<file path="config.mk">
export PLATFORM = sky130hd
export DESIGN_NAME = jt51_exp_addr_flat
export DESIGN_NICKNAME = d
export VERILOG_FILES = /design/src/rtl/jt51_exp_addr_if.sv /design/src/rtl/jt51_exp_addr.sv /design/src/flat_wrapper.sv
export SDC_FILE = /design/constraint.sdc
export NUM_CORES = 1
export LEC_CHECK = 0
export ABC_AREA = 1
export ABC_CLOCK_PERIOD_IN_PS = 1370
export BUFFER_PORTS_ARGS = -buffer_cell sky130_fd_sc_hd__buf_2
export CORE_UTILIZATION = 46
export DETAILED_ROUTE_END_ITERATION = 16
export PLACE_DENSITY_LB_ADDON = 0.05
export RECOVER_POWER = 25
export SLEW_MARGIN = 40
export SYNTH_ARGS = -nofsm -noshare
export SYNTH_HDL_FRONTEND = slang
export SYNTH_SLANG_ARGS = --single-unit
</file>
<file path="constraint.sdc">
create_clock -name clk -period 1.37 [get_ports clk]
set_input_delay 0.137 -clock clk [delete_from_list [all_inputs] [get_ports clk]]
set_output_delay 0.137 -clock clk [all_outputs]
set_load 0.02 [all_outputs]
</file>
<file path="src/rtl/jt51_exp_addr_if.sv">
// Operator sample bus into the exponent-address stage and the aligned sideband out of it.
// AM inputs exist only when JT51_EXP_AM_EN is defined.
interface jt51_exp_addr_if;
  logic        in_valid;
  logic [11:0] logsin;
  logic        sign;
  logic [9:0]  eg_att;
`ifdef JT51_EXP_AM_EN
  logic [7:0]  am;
  logic        am_en;
`endif
  logic [4:0]  rom_addr;
  logic        out_valid;
  logic [2:0]  sub_idx;
  logic [4:0]  shift;
  logic        sign_out;
  logic        mute;

  modport master (
    output in_valid, logsin, sign, eg_att,
`ifdef JT51_EXP_AM_EN
    output am, am_en,
`endif
    input  rom_addr, out_valid, sub_idx, shift, sign_out, mute
  );

  modport slave (
    input  in_valid, logsin, sign, eg_att,
`ifdef JT51_EXP_AM_EN
    input  am, am_en,
`endif
    output rom_addr, out_valid, sub_idx, shift, sign_out, mute
  );
endinterface

</file>
<file path="src/rtl/jt51_exp_addr.sv">
// Sums log-sine, envelope and optional AM attenuation, addresses the exponent ROM and
// delays the sideband to meet its registered word. AM term enabled by JT51_EXP_AM_EN.
module jt51_exp_addr #(
  parameter int AM_SHIFT = 3,
  parameter int MUTE_SH  = 13
) (
  input  logic           clk,
  input  logic           rst,
  input  logic           cen,
  jt51_exp_addr_if.slave bus
);

  localparam logic [4:0] MUTE_LIM = 5'(MUTE_SH);

`ifdef JT51_EXP_AM_EN
  // Returns {sat, att}: full scale once the 14-bit sum exceeds 13 bits.
  function automatic logic [13:0] sat_att(input logic [13:0] sum);
    if (sum > 14'd8191) return {1'b1, 13'h1FFF};
    else                return {1'b0, sum[12:0]};
  endfunction
`endif

  function automatic logic mute_of(input logic sat, input logic [4:0] sh);
    return sat | (sh >= MUTE_LIM);
  endfunction

  logic [12:0] att_c;
  logic        sat_c;

  always_comb begin
    att_c = '0;
    sat_c = 1'b0;
`ifdef JT51_EXP_AM_EN
    begin
      logic [13:0] am_term;
      logic [13:0] sum_c;
      am_term = bus.am_en ? (14'(bus.am) << AM_SHIFT) : 14'd0;
      sum_c   = 14'(bus.logsin) + 14'({bus.eg_att, 2'b00}) + am_term;
      {sat_c, att_c} = sat_att(sum_c);
    end
`else
    // Without AM the sum peaks at 8187 and cannot overflow 13 bits.
    att_c = 13'(bus.logsin) + 13'({bus.eg_att, 2'b00});
    sat_c = 1'b0;
`endif
  end

  logic        vld_p0;
  logic [12:0] att_p0;
  logic        sat_p0;
  logic        sign_p0;
  logic [4:0]  rom_addr_p0;

  logic        vld_p1;
  logic [2:0]  sub_idx_p1;
  logic [4:0]  shift_p1;
  logic        sign_p1;
  logic        mute_p1;

  always_ff @(posedge clk) begin
    if (rst) begin
      vld_p0      <= 1'b0;
      att_p0      <= '0;
      sat_p0      <= 1'b0;
      sign_p0     <= 1'b0;
      rom_addr_p0 <= '0;
      vld_p1      <= 1'b0;
      sub_idx_p1  <= '0;
      shift_p1    <= '0;
      sign_p1     <= 1'b0;
      mute_p1     <= 1'b0;
    end else if (cen) begin
      // Stage p0: capture attenuation, present ROM address
      vld_p0 <= bus.in_valid;
      if (bus.in_valid) begin
        att_p0      <= att_c;
        sat_p0      <= sat_c;
        sign_p0     <= bus.sign;
        rom_addr_p0 <= att_c[7:3];
      end
      // Stage p1: sideband aligned with the ROM output word
      vld_p1 <= vld_p0;
      if (vld_p0) begin
        sub_idx_p1 <= att_p0[2:0];
        shift_p1   <= att_p0[12:8];
        sign_p1    <= sign_p0;
        mute_p1    <= mute_of(sat_p0, att_p0[12:8]);
      end
    end
  end

  assign bus.rom_addr  = rom_addr_p0;
  assign bus.out_valid = vld_p1;
  assign bus.sub_idx   = sub_idx_p1;
  assign bus.shift     = shift_p1;
  assign bus.sign_out  = sign_p1;
  assign bus.mute      = mute_p1;

endmodule

</file>
<file path="src/flat_wrapper.sv">
// flat-port wrapper written by rule: the top's interface ports become plain ports
module jt51_exp_addr_flat 
#(
  parameter int AM_SHIFT = 3,
  parameter int MUTE_SH  = 13
)
  (clk, rst, cen, bus_in_valid, bus_logsin, bus_sign, bus_eg_att, bus_rom_addr, bus_out_valid, bus_sub_idx, bus_shift, bus_sign_out, bus_mute);
  jt51_exp_addr_if bus_i ();
  input  logic clk;
  input  logic rst;
  input  logic cen;
  input wire logic [$bits(bus_i.in_valid)-1:0] bus_in_valid;
  input wire logic [$bits(bus_i.logsin)-1:0] bus_logsin;
  input wire logic [$bits(bus_i.sign)-1:0] bus_sign;
  input wire logic [$bits(bus_i.eg_att)-1:0] bus_eg_att;
  output wire logic [$bits(bus_i.rom_addr)-1:0] bus_rom_addr;
  output wire logic [$bits(bus_i.out_valid)-1:0] bus_out_valid;
  output wire logic [$bits(bus_i.sub_idx)-1:0] bus_sub_idx;
  output wire logic [$bits(bus_i.shift)-1:0] bus_shift;
  output wire logic [$bits(bus_i.sign_out)-1:0] bus_sign_out;
  output wire logic [$bits(bus_i.mute)-1:0] bus_mute;
  assign bus_i.in_valid = bus_in_valid;
  assign bus_i.logsin = bus_logsin;
  assign bus_i.sign = bus_sign;
  assign bus_i.eg_att = bus_eg_att;
  assign bus_rom_addr = bus_i.rom_addr;
  assign bus_out_valid = bus_i.out_valid;
  assign bus_sub_idx = bus_i.sub_idx;
  assign bus_shift = bus_i.shift;
  assign bus_sign_out = bus_i.sign_out;
  assign bus_mute = bus_i.mute;
  jt51_exp_addr #(.AM_SHIFT(AM_SHIFT), .MUTE_SH(MUTE_SH)) u_core (.clk(clk), .rst(rst), .cen(cen), .bus(bus_i));
endmodule
</file>
==> results by stage <==
STA:
- The maximum achievable frequency is 859 MHz.
- Across the routed clock network, the largest skew measured is 9.92 ps.
- Setup violations remaining at the end of the flow were counted as 0.
- At the pin with the least slew margin, the transition time is 573 ps.
- Setup repair after global routing left no endpoint under its margin.
- The hold violation count in the final report was 0.
- Dividing the final minimum period by the clock period gives 85.0%.
- The worst slew slack as a fraction of its limit is 61.8%.
- Adding up every negative setup slack in the final design gives 0 ps.
- The final-report max-slew violation count is 0.
- The shortest clock period the worst path allows after layout is 1160 ps.

Outcome:
- The flow ran to the end, but the final reports show violations.
- The checks that failed: DRC.

Worst setup path:
- Traced cell by cell, the critical path runs through buf_2 -> ha_1 -> inv_1 -> fa_1 -> o21ai_2 -> inv_2 -> or2_0 -> nand3_1 -> nand2_1 -> inv_1.
- The slowest stage of the critical path is the sky130_fd_sc_hd__fa_1 cell.
- The worst setup path is captured at a register.
- For the worst setup path, the data required time is 1640 ps.
- STA classifies the critical path startpoint as an input pin.
- Of all nets on the critical path, the largest fanout is 3.
- The worst setup path is of the in -> reg kind.
- The delay of the slowest cell on the worst path is 390 ps.
- The cell type with the highest occurrence count on the critical path is sky130_fd_sc_hd__inv_1.
- Broken down by cell family, the worst path's largest delay share belongs to adder cells.
- The number of buffers and inverters on the critical path is 4.
- The data arrival at the endpoint of the critical path is 1440 ps.

Global route:
- Global routing finished with a remaining overflow of 0.
- The number of global-route vias before repair is 1324.
- The initial antenna violation count was 0.
- The maximum number of pins on one net before global-route repair is 19.
- The wire length of the first global-routing pass is 5260 um.
- Global routing used 19.9% of the available tracks across all layers.

Floorplan:
- The starting utilization of the core area is 50.6%.
- The floorplan step defined a die boundary enclosing 3370 um^2.
- In this run the vertical extent of the chip is 58.0 um.
- The core area is 2850 um^2.
- The number of primary I/O pins is 43.
- The floorplan has 19 rows.
- The floorplan step set the die width to 58.0 um.

Layout:
- The repair_antennas step left the layout with diodes totalling 0.
- In the layout the commonest cells are sky130_fd_sc_hd__buf_2 (41), sky130_fd_sc_hd__nand2_1 (40), sky130_fd_sc_hd__nor2_1 (29), sky130_fd_sc_hd__inv_1 (26), sky130_fd_sc_hd__dfxtp_1 (26).
- The number of nets in the layout is 293.
- Fill cells in the final layout number 271.
- The leading cell type in the layout, fill and taps excluded is sky130_fd_sc_hd__buf_2.
- For this run, the share of the core covered by cells in the final layout is 61.4%.
- The multi-input combinational cells in the finished layout cover a total of 743 um^2.
- Cells with a size suffix above 1 make up 25.2% of the layout.
- The footprint of the flip-flops and latches is 520 um^2.
- The area growth from synthesis to layout is 21.2%.

Pwr:
- The total power density per cell area is 926 nW/um^2.
- The worst-case vdd ir drop is 0.000320 V.
- The static leakage power is 0.951 nW.
- Total power for the finished layout comes to 0.00162 W.

Logic synthesis:
- In this run the mean area of a mapped cell was 7.04 um^2.
- The basic-gate share of the synthesized area counting and, or, nand and nor cells is 25.0%.
- The count of synthesis-stage warnings from yosys is 0.
- By area, the combinational part of the netlist is dominated by simple AND/OR/NAND/NOR gates.
- The multiplexer area fraction after synthesis is 0%.
- The fraction of synthesis flops using an asynchronous set or reset pin is 0%.
- The synthesized netlist devotes 15.4% of its cell area to compound gates.
- The post-synthesis share of cell area spent on full adders, half adders and majority gates is 10.1%.
- After synthesis the netlist holds a flip-flop and latch count of 26.
- The cell area that synthesis handed to floorplanning was 1440 um^2.
- The prevailing post-synth register cell is sky130_fd_sc_hd__dfxtp_1.
- Counting flops with a built-in enable in the synthesized netlist gives 0.
- The xor-xnor portion of the synthesized cell area is 1.21%.
- The number of nets handed over by synthesis was 243.
- The cell count after synthesis is 205.
- Yosys mapped the design onto 26 distinct sky130hd cell types.
- The register area share after synthesis is 36.0%.

Clock tree:
- The longest clock path from root to sink contains 2 buffers.
- The number of gates given a new drive strength after cts is 0.
- Clock-pin slew was measured on the worst setup and hold paths at 140 ps.
- The number of buffers created by CTS is 3.
- The number of setup buffers added after CTS is 0.
- The number of buffers added to fix hold violations after cts is 0.
- CTS built an H-tree with a depth of 1.
- The clock latency on the worst-skew pair is 310 ps.
- The buffer type at the clock tree root is sky130_fd_sc_hd__clkbuf_4.
- TritonCTS built the clock tree.
- The clock sink total is 26.

Placement:
- Once detailed placement completed, the half-perimeter wirelength came to 2450 um.
- The quantity of I/O buffers inserted on ports is 42.
- At the end of routability-driven placement, the weighted congestion stood at 0.810.

Route:
- The wire length reported by the detailed router is 3010 um.
- The iteration count of the initial detailed-routing pass is 10.
- The number of remaining DRC errors is 1.
- The routed layout has 1372 vias.
- The number of routed nets with antenna violations is 0.
- The first routing iteration left 48 violations.
- After detailed routing, the average wire length per cell comes to 10.6 um.
- The via density per instance is 4.81.

Min path:
- The path class of the lowest-slack min-delay path is in -> reg.

Flow run:
- The tool flagged a number of max-cap violations equal to 0.
## sequential cells by signal (all words and copies together), names as in the netlist
register,cells
u_core.sign_p0,1
u_core.bus.out_valid,1
u_core.bus.sign_out,1
u_core.vld_p0,1
u_core.bus.rom_addr,4
u_core.bus.shift,5
u_core.bus.sub_idx,3
u_core.bus.mute,1
u_core.att_p0,9
## stage by stage
stage / worst slack, ps / hold WS (ps) / std cells / area (um^2)
2_1_floorplan: 11.4 / 282 / 205 / 1440
3_3_place_gp: -112 / 384 / 281 / 1720
3_5_place_dp: -138 / 390 / 281 / 1720
4_1_cts: 199 / 60.4 / 285 / 1760
5_1_grt: 102 / 69.0 / 285 / 1750
6_report: 206 / 71.0 / 285 / 1750
## layout make-up
type | instances | area share [%]
clock buffer | 4 | 2.07
inverter | 29 | 6.22
multi-input combinational | 140 | 42.5
sequential | 26 | 29.7
tap | 31 | 2.22
timing repair buffer | 55 | 17.3
## final timing paths
check	startpoint	to	slack, ps	depth (start not counted)
hold reg to reg	u_core.bus.out_valid	u_core.bus.out_valid	470	2
hold / removal	bus_logsin[1]	u_core.att_p0[1]	70	3
setup / recovery	bus_eg_att[0]	u_core.bus.rom_addr[3]	210	10
setup reg to reg	u_core.vld_p0	u_core.bus.mute	370	4
## cells in the mapped netlist, types with 2 or more instances
master / instances / area (um^2)
sky130_fd_sc_hd__ha_1: 10 / 125
sky130_fd_sc_hd__nand2_1: 39 / 146
sky130_fd_sc_hd__nand2_2: 2 / 12.5
sky130_fd_sc_hd__clkbuf_1: 2 / 7.51
sky130_fd_sc_hd__nand3_1: 14 / 70.1
sky130_fd_sc_hd__o21ai_0: 15 / 75.1
sky130_fd_sc_hd__buf_4: 6 / 45.0
sky130_fd_sc_hd__xor2_1: 2 / 17.5
sky130_fd_sc_hd__a21oi_1: 17 / 85.1
sky130_fd_sc_hd__nor2_1: 29 / 109
sky130_fd_sc_hd__inv_1: 26 / 97.6
sky130_fd_sc_hd__inv_2: 3 / 11.3
sky130_fd_sc_hd__a211oi_1: 2 / 15.0
sky130_fd_sc_hd__dfxtp_1: 26 / 521
## cell families after synthesis
family	count (synthesis)
flip-flops	26
adder cells (fa/ha/maj)	11
AO/OA/AOI/OAI	40
XOR/XNOR	2
AND/OR/NAND/NOR	87
buffers and inverters	39
## worst reg2reg max path, stage by stage (launching register included)
cell and delay, ps:
sky130_fd_sc_hd__dfxtp_1 340, sky130_fd_sc_hd__nand2_1 80, sky130_fd_sc_hd__clkbuf_1 260, sky130_fd_sc_hd__nand2_1 90, sky130_fd_sc_hd__a31oi_1 170
## routing by layer
layer  track usage (%)  routed length (um)
met1              24.0                1470
met2              36.9                1440
met3              2.68                  81
met4              5.10                  17
met5                 0                   0
## power by group
| group | switching [W] | total [W] | internal [W] |
|---|---|---|---|
| Clock | 0.000215 | 0.000377 | 0.000162 |
| Sequential | 0.0000186 | 0.000818 | 0.000799 |
| Combinational | 0.000242 | 0.000426 | 0.000185 |
| Total | 0.000475 | 0.00162 | 0.00115 |
Power figures use the tool's default switching activity.
